===== config.mk =====
export PLATFORM = sky130hd
export DESIGN_NAME = adc_capture_ctrl
export DESIGN_NICKNAME = d
export VERILOG_FILES = /design/src/rtl/adc_capture_ctrl.sv
export SDC_FILE = /design/constraint.sdc
export NUM_CORES = 2
export LEC_CHECK = 0
export BUFFER_PORTS_ARGS = -buffer_cell sky130_fd_sc_hd__clkbuf_2
export CAP_MARGIN = 5
export CORE_MARGIN = 2
export CORE_UTILIZATION = 25
export CTS_CLUSTER_DIAMETER = 60
export DETAILED_ROUTE_END_ITERATION = 12
export GPL_TIMING_DRIVEN = 1
export PLACE_DENSITY_LB_ADDON = 0.12
export SYNTH_ARGS = -nofsm -noshare
export SYNTH_HDL_FRONTEND = slang
export SYNTH_SLANG_ARGS = --single-unit

===== constraint.sdc =====
create_clock -name clk_1M -period 3.6 [get_ports clk_1M]
set_input_delay 0.36 -clock clk_1M [delete_from_list [all_inputs] [get_ports clk_1M]]
set_output_delay 0.36 -clock clk_1M [all_outputs]
set_load 0.02 [all_outputs]

===== src/rtl/adc_capture_ctrl.sv =====
// ADC capture sequencer: arm, wait for an immediate or rising-threshold trigger, store
// DEPTH decimated samples, then stream the buffer out over a valid/ready handshake.
module adc_capture_ctrl #(
  parameter int DW    = 10,
  parameter int DEPTH = 256,
  parameter int AW    = 8
) (
  input  logic          clk_1M,
  input  logic          rst_n,
  input  logic [DW-1:0] adc_data,
  input  logic          start,
  input  logic          abort,
  input  logic          trig_mode,
  input  logic [DW-1:0] trig_level,
  input  logic [7:0]    decim,
  output logic [DW-1:0] rd_data,
  output logic          rd_valid,
  input  logic          rd_ready,
  output logic          rd_last,
  output logic          busy,
  output logic          done,
  output logic [1:0]    dbg_state
);

  // Handshake: a beat transfers on every rising edge where rd_valid && rd_ready.
  // Once rd_valid is high, rd_data/rd_last stay frozen until that transfer; the
  // producer never withdraws a beat except on abort or reset.

  typedef enum logic [1:0] {
    S_IDLE    = 2'd0,
    S_ARMED   = 2'd1,
    S_CAPTURE = 2'd2,
    S_READOUT = 2'd3
  } state_t;

  state_t state;
  state_t state_nxt;

  logic          cfg_mode;
  logic [DW-1:0] cfg_level;
  logic [7:0]    cfg_decim;

  logic [DW-1:0] prev;
  logic          prev_vld;
  logic [AW-1:0] wr_ptr;
  logic [AW-1:0] rd_ptr;
  logic [7:0]    dcnt;

  logic [DW-1:0] mem [DEPTH];

  logic          fire;
  logic          arm_go;
  logic          trig;
  logic          cap_wr;
  logic          wr_en;
  logic [AW-1:0] wr_addr;
  logic [AW-1:0] rd_addr;

  assign fire      = rd_valid & rd_ready;
  assign rd_last   = rd_valid && (rd_ptr == AW'(DEPTH - 1));
  assign dbg_state = state;

  always_comb begin
    state_nxt = state;
    arm_go    = 1'b0;
    trig      = 1'b0;
    cap_wr    = 1'b0;
    unique case (state)
      S_IDLE: begin
        if (start) begin
          arm_go    = 1'b1;
          state_nxt = S_ARMED;
        end
      end
      S_ARMED: begin
        // prev_vld keeps the first armed cycle from comparing against a stale sample
        trig = !cfg_mode ||
               (prev_vld && (prev < cfg_level) && (adc_data >= cfg_level));
        if (trig) state_nxt = S_CAPTURE;
      end
      S_CAPTURE: begin
        cap_wr = (dcnt == 8'd0);
        if (cap_wr && (wr_ptr == AW'(DEPTH - 1))) state_nxt = S_READOUT;
      end
      S_READOUT: begin
        if (fire && rd_last) state_nxt = S_IDLE;
      end
      default: state_nxt = S_IDLE;
    endcase
    if (abort) begin
      state_nxt = S_IDLE;
      arm_go    = 1'b0;
      trig      = 1'b0;
      cap_wr    = 1'b0;
    end
  end

  assign wr_en   = trig | cap_wr;
  assign wr_addr = trig ? '0 : wr_ptr;
  assign rd_addr = fire ? (rd_ptr + AW'(1)) : rd_ptr;

  always_ff @(posedge clk_1M or negedge rst_n) begin
    if (!rst_n) begin
      state <= S_IDLE;
      busy  <= 1'b0;
    end else begin
      state <= state_nxt;
      busy  <= (state_nxt != S_IDLE);
    end
  end

  always_ff @(posedge clk_1M) begin
    if (wr_en) mem[wr_addr] <= adc_data;
  end

  always_ff @(posedge clk_1M or negedge rst_n) begin
    if (!rst_n) begin
      cfg_mode  <= 1'b0;
      cfg_level <= '0;
      cfg_decim <= '0;
      prev      <= '0;
      prev_vld  <= 1'b0;
      wr_ptr    <= '0;
      rd_ptr    <= '0;
      dcnt      <= '0;
    end else begin
      if (arm_go) begin
        cfg_mode  <= trig_mode;
        cfg_level <= trig_level;
        cfg_decim <= decim;
        prev_vld  <= 1'b0;
      end
      if (state == S_ARMED) begin
        prev     <= adc_data;
        prev_vld <= 1'b1;
      end
      if (trig) begin
        wr_ptr <= AW'(1);
        rd_ptr <= '0;
        dcnt   <= cfg_decim;
      end else if (state == S_CAPTURE) begin
        if (cap_wr) begin
          wr_ptr <= wr_ptr + AW'(1);
          dcnt   <= cfg_decim;
        end else begin
          dcnt <= dcnt - 8'd1;
        end
      end
      if ((state == S_READOUT) && fire && !rd_last) rd_ptr <= rd_ptr + AW'(1);
    end
  end

  always_ff @(posedge clk_1M or negedge rst_n) begin
    if (!rst_n) begin
      rd_data  <= '0;
      rd_valid <= 1'b0;
      done     <= 1'b0;
    end else begin
      done <= 1'b0;
      if (abort) begin
        rd_valid <= 1'b0;
      end else if (state == S_READOUT) begin
        if (fire && rd_last) begin
          rd_valid <= 1'b0;
          done     <= 1'b1;
        end else if (!rd_valid || fire) begin
          // first entry loads beat 0; each transfer preloads the next address
          rd_data  <= mem[rd_addr];
          rd_valid <= 1'b1;
        end
      end
    end
  end

endmodule


==> impl_metrics.toml <==
[cells_and_area]
final_util = 0.3231
register_area_um2 = 78610
instances_no_fill = 14540
drive_above_1_share = 0.2943
final_nets = 8392
syn2layout_area_growth_pct = 28.53
fillers = 43360
multiInputGateArea_um2 = 31310

[placement]
hpwl_mm = 305.4
place.gp.congestion = 0.8420
dp.cells = 13780
portBuffers = 49
dpl_worst_slack_ns = -1.420

[drt]
ant_nets = 0
drtIter0Drc = 7464
drtPass1Iterations = 6
num_vias = 72920
wl_per_cell_um = 31.83
finalWirelength_mm = 462.6
drc_errors = 0
routed_via_density = 5.016

[sta]
rsz0062_at_grt = "yes"
maxSlewHeadroom = 0.01892
period_minus_slack_ns = 3.681
worstMarginPinSlew_ns = 1.472
fin_ws_ns = -0.08086
timing.final.crit_share = 1.022
slew_viol_final = 0
fmax_mhz = 271.7
setup_viol = 8
hold_violations = 0
fin_skew_ns = 0.04447

[pwr]
finalPower_mw = 93.09
leakagePower_nw = 47.09
vdd_drop_max_mv = 0.4263
p_int_mw = 63.97
p_sw_frac = 0.3128
p_switching_mw = 29.12
p_seq_frac = 0.368
power_density_nw_per_um2 = 651.6
power_frac_comb = 0.269
clockPowerShare = 0.363

[yosys]
syn_area_per_cell_um2 = 15.75
synth-main-ff-cell = "edfxtp_1"
ys_seq_elements = 2629
synth_edf_count = 2560
yosysWarnings = 0
ys_async_sr_fraction = 0.02625
yosysSeqAreaShare = 0.7072
synth_cells = 7059
synth.distinct_cells = 80
synth_nets = 7115
synth_area_um2 = 111100

[floorplan]
core_area_um2 = 442100
start_util = 0.2514
die_x_um = 670.8
die_h_um = 670.8
io_pins = 50
row_count = 244
die_area_um2 = 449900

[clock_tree]
h-tree-depth = 5
cts-buffers-inserted = 336
cts-root-buf = "clkbuf_16"
max-clock-path-buffers = 4
insertion_delay_ns = 0.96
cts_tree = "built"
cts_sinks = 2629
clkSlewWorstSetupHoldPaths_ns = 0.06

[run_status]
status = "finished with violations"
violations = "negative setup slack"

[critical_path]
endpoint_kind = "flip-flop"
start_kind = "flip-flop"
cp_max_fo = 10
cp.required_ns = 4.47
crit_type = "reg2reg"
crit_arrival_ns = 4.55
ff2ff_setup_slack_ns = -0.08

[global_route]
grt_use_total = 0.1994
grt_pass1_vias = 72700
grt_first_pass_wirelength_mm = 628.4
overflow = 0
antenna_found_initial = 36
grt_max_degree = 145

[job]
maxCapViolCount = 0

[hold_path]
hold_class = "in2reg"
-- logic make-up (layout without fill, tap and decap cells) --
logic type               after synthesis  after routing  synth area share
flip-flops                          2629           2629            0.7072
AND/OR/NAND/NOR                     1714           1714           0.06971
AO/OA/AOI/OAI                       1183           1183           0.07295
multiplexers                         929            929            0.1218
buffers and inverters                562           2111           0.02416
adder cells (fa/ha/maj)               22             22          0.002477
XOR/XNOR                              20             20          0.001745
other                                  0             24                 0
-- Yosys cell counts, types with 9 or more instances --
library cell | count | area, um^2
o211ai_1 | 18 | 135.1
edfxtp_1 | 2560 | 76870
nor2b_1 | 22 | 137.6
o21ai_0 | 149 | 745.7
nor4_1 | 22 | 137.6
buf_1 | 54 | 202.7
a2111oi_0 | 35 | 306.5
a32oi_1 | 36 | 315.3
o22ai_1 | 128 | 800.8
a211oi_1 | 121 | 908.4
buf_4 | 51 | 382.9
dfrtp_1 | 69 | 1727
a311oi_1 | 54 | 473.0
xnor2_1 | 12 | 105.1
buf_6 | 14 | 157.7
a31o_2 | 9 | 78.83
ha_1 | 22 | 275.3
a311o_1 | 12 | 120.1
a21oi_1 | 217 | 1086
nand2_1 | 603 | 2263
and3_1 | 120 | 750.7
mux2i_1 | 576 | 5766
mux2_2 | 16 | 180.2
a21o_1 | 12 | 90.09
inv_1 | 24 | 90.09
nor2_1 | 353 | 1325
nand4_1 | 56 | 350.3
mux4_2 | 337 | 7590
buf_2 | 222 | 1111
a22oi_1 | 43 | 322.8
or2_2 | 9 | 56.30
nor3_1 | 72 | 360.4
a31oi_1 | 139 | 869.6
nand3_1 | 414 | 2072
a221oi_1 | 34 | 297.8
or3_1 | 12 | 75.07
o31ai_1 | 18 | 135.1
a22o_1 | 15 | 131.4
o221ai_1 | 15 | 131.4
a211o_1 | 22 | 192.7
clkbuf_1 | 195 | 732.0
a221o_1 | 18 | 180.2
o21a_1 | 18 | 135.1
-- placed cells by master, fill, tap and decap left out, drive strengths merged, types with 24 or more instances in the layout --
master,count
a311oi,54
a21oi,217
and3,120
dfrtp,69
dlygate4sd3,31
o21ai,151
a2111oi,35
a22oi,43
nand4,56
nor2,355
a32oi,36
a31oi,139
o22ai,128
nor3,72
clkbuf,457
nand3,414
mux2i,576
inv,55
mux4,337
a211oi,121
buf,1396
clkinv,122
edfxtp,2560
diode,24
bufinv,30
nand2,603
a221oi,34
-- critical path: stages, from the launching register on --
cell,delay [ns]
dfrtp_4,0.46
buf_4,0.20
nand3_2,0.17
or3_4,0.39
nand2_4,0.12
buf_12,0.13
buf_4,0.21
mux4_2,0.40
nor3_1,0.54
a2111oi_2,0.06
buf_4,0.17
a21oi_1,0.16
buf_4,0.17
nor4_2,0.05
buf_4,0.20
nor3_1,0.15
-- power groups by stage --
stage	sequential (mW)	combinational [mW]	clock (mW)
3_5_place_dp	34.9	23.0	0
2_1_floorplan	34.8	10.5	0
3_3_place_gp	34.9	23.0	0
6_report	34.3	25.0	33.8
5_1_grt	34.3	26.0	35.7
4_1_cts	34.3	24.7	34.6
-- per-stage QoR --
stage	hold WS [ns]	cell area [um^2]	TNS [ns]
finish	0.04722	142900	-0.3244
global route	0.07930	142800	-1.006
CTS	0.001178	142200	-0.3590
detailed placement	0.4723	128900	-240.68
global placement	0.4584	128900	-303.82
floorplan	0.06441	111200	0
-- routing by layer --
layer / GRT usage / routed length [um] / up-vias
li1: - / - / 30990
met1: 0.2781 / 206900 / 38780
met2: 0.3248 / 216800 / 2529
met3: 0.02358 / 23580 / 611
met4: 0.05984 / 15350 / 0
met5: 0 / 0 / -
-- registers in the layout, summed over array words and instances (netlist names) --
register / flops
rd_data: 10
cfg_level: 10
rd_ptr: 8
prev: 10
done: 1
wr_ptr: 8
prev_vld: 1
dcnt: 8
cfg_decim: 8
rd_valid: 1
busy: 1
cfg_mode: 1
mem: 2560
dbg_state: 2
-- worst paths after layout --
kind	endpoint	from	depth (start not counted)
max in group asynchronous	rd_data[0]$_DFFE_PN0P_	rst_n	3
hold reg to reg	prev[0]$_DFFE_PN0P_	prev[0]$_DFFE_PN0P_	2
hold / removal	prev[6]$_DFFE_PN0P_	adc_data[6]	4
setup / recovery	rd_data[1]$_DFFE_PN0P_	rd_ptr[0]$_DFFE_PN0P_	15
min in group asynchronous	cfg_decim[1]$_DFFE_PN0P_	rst_n	2
setup reg to reg	rd_data[1]$_DFFE_PN0P_	rd_ptr[0]$_DFFE_PN0P_	15
-- timing repair --
action / 4_1_cts / 5_1_grt
endpoints found under the setup margin: 40 / 94
gates resized for setup: 256 / 92
cloned: 10 / 3
hold endpoints to repair: 164 / 0
buffers inserted: 56 / 25
hold buffers: 31 / 0
pin swaps: 39 / 32
-- area by class of cell --
cell class                      instances  share of cell area
Multi-Input combinational cell       3868              0.2192
Inverter                               25           0.0006744
Tap cell                             5904             0.05171
Clock inverter                        193             0.01449
Clock buffer                          417             0.06230
Timing Repair Buffer                 1476              0.1009
Sequential cell                      2629              0.5503
Antenna cell                           24           0.0004204
No activity file was read; power rests on OpenSTA's default activity.
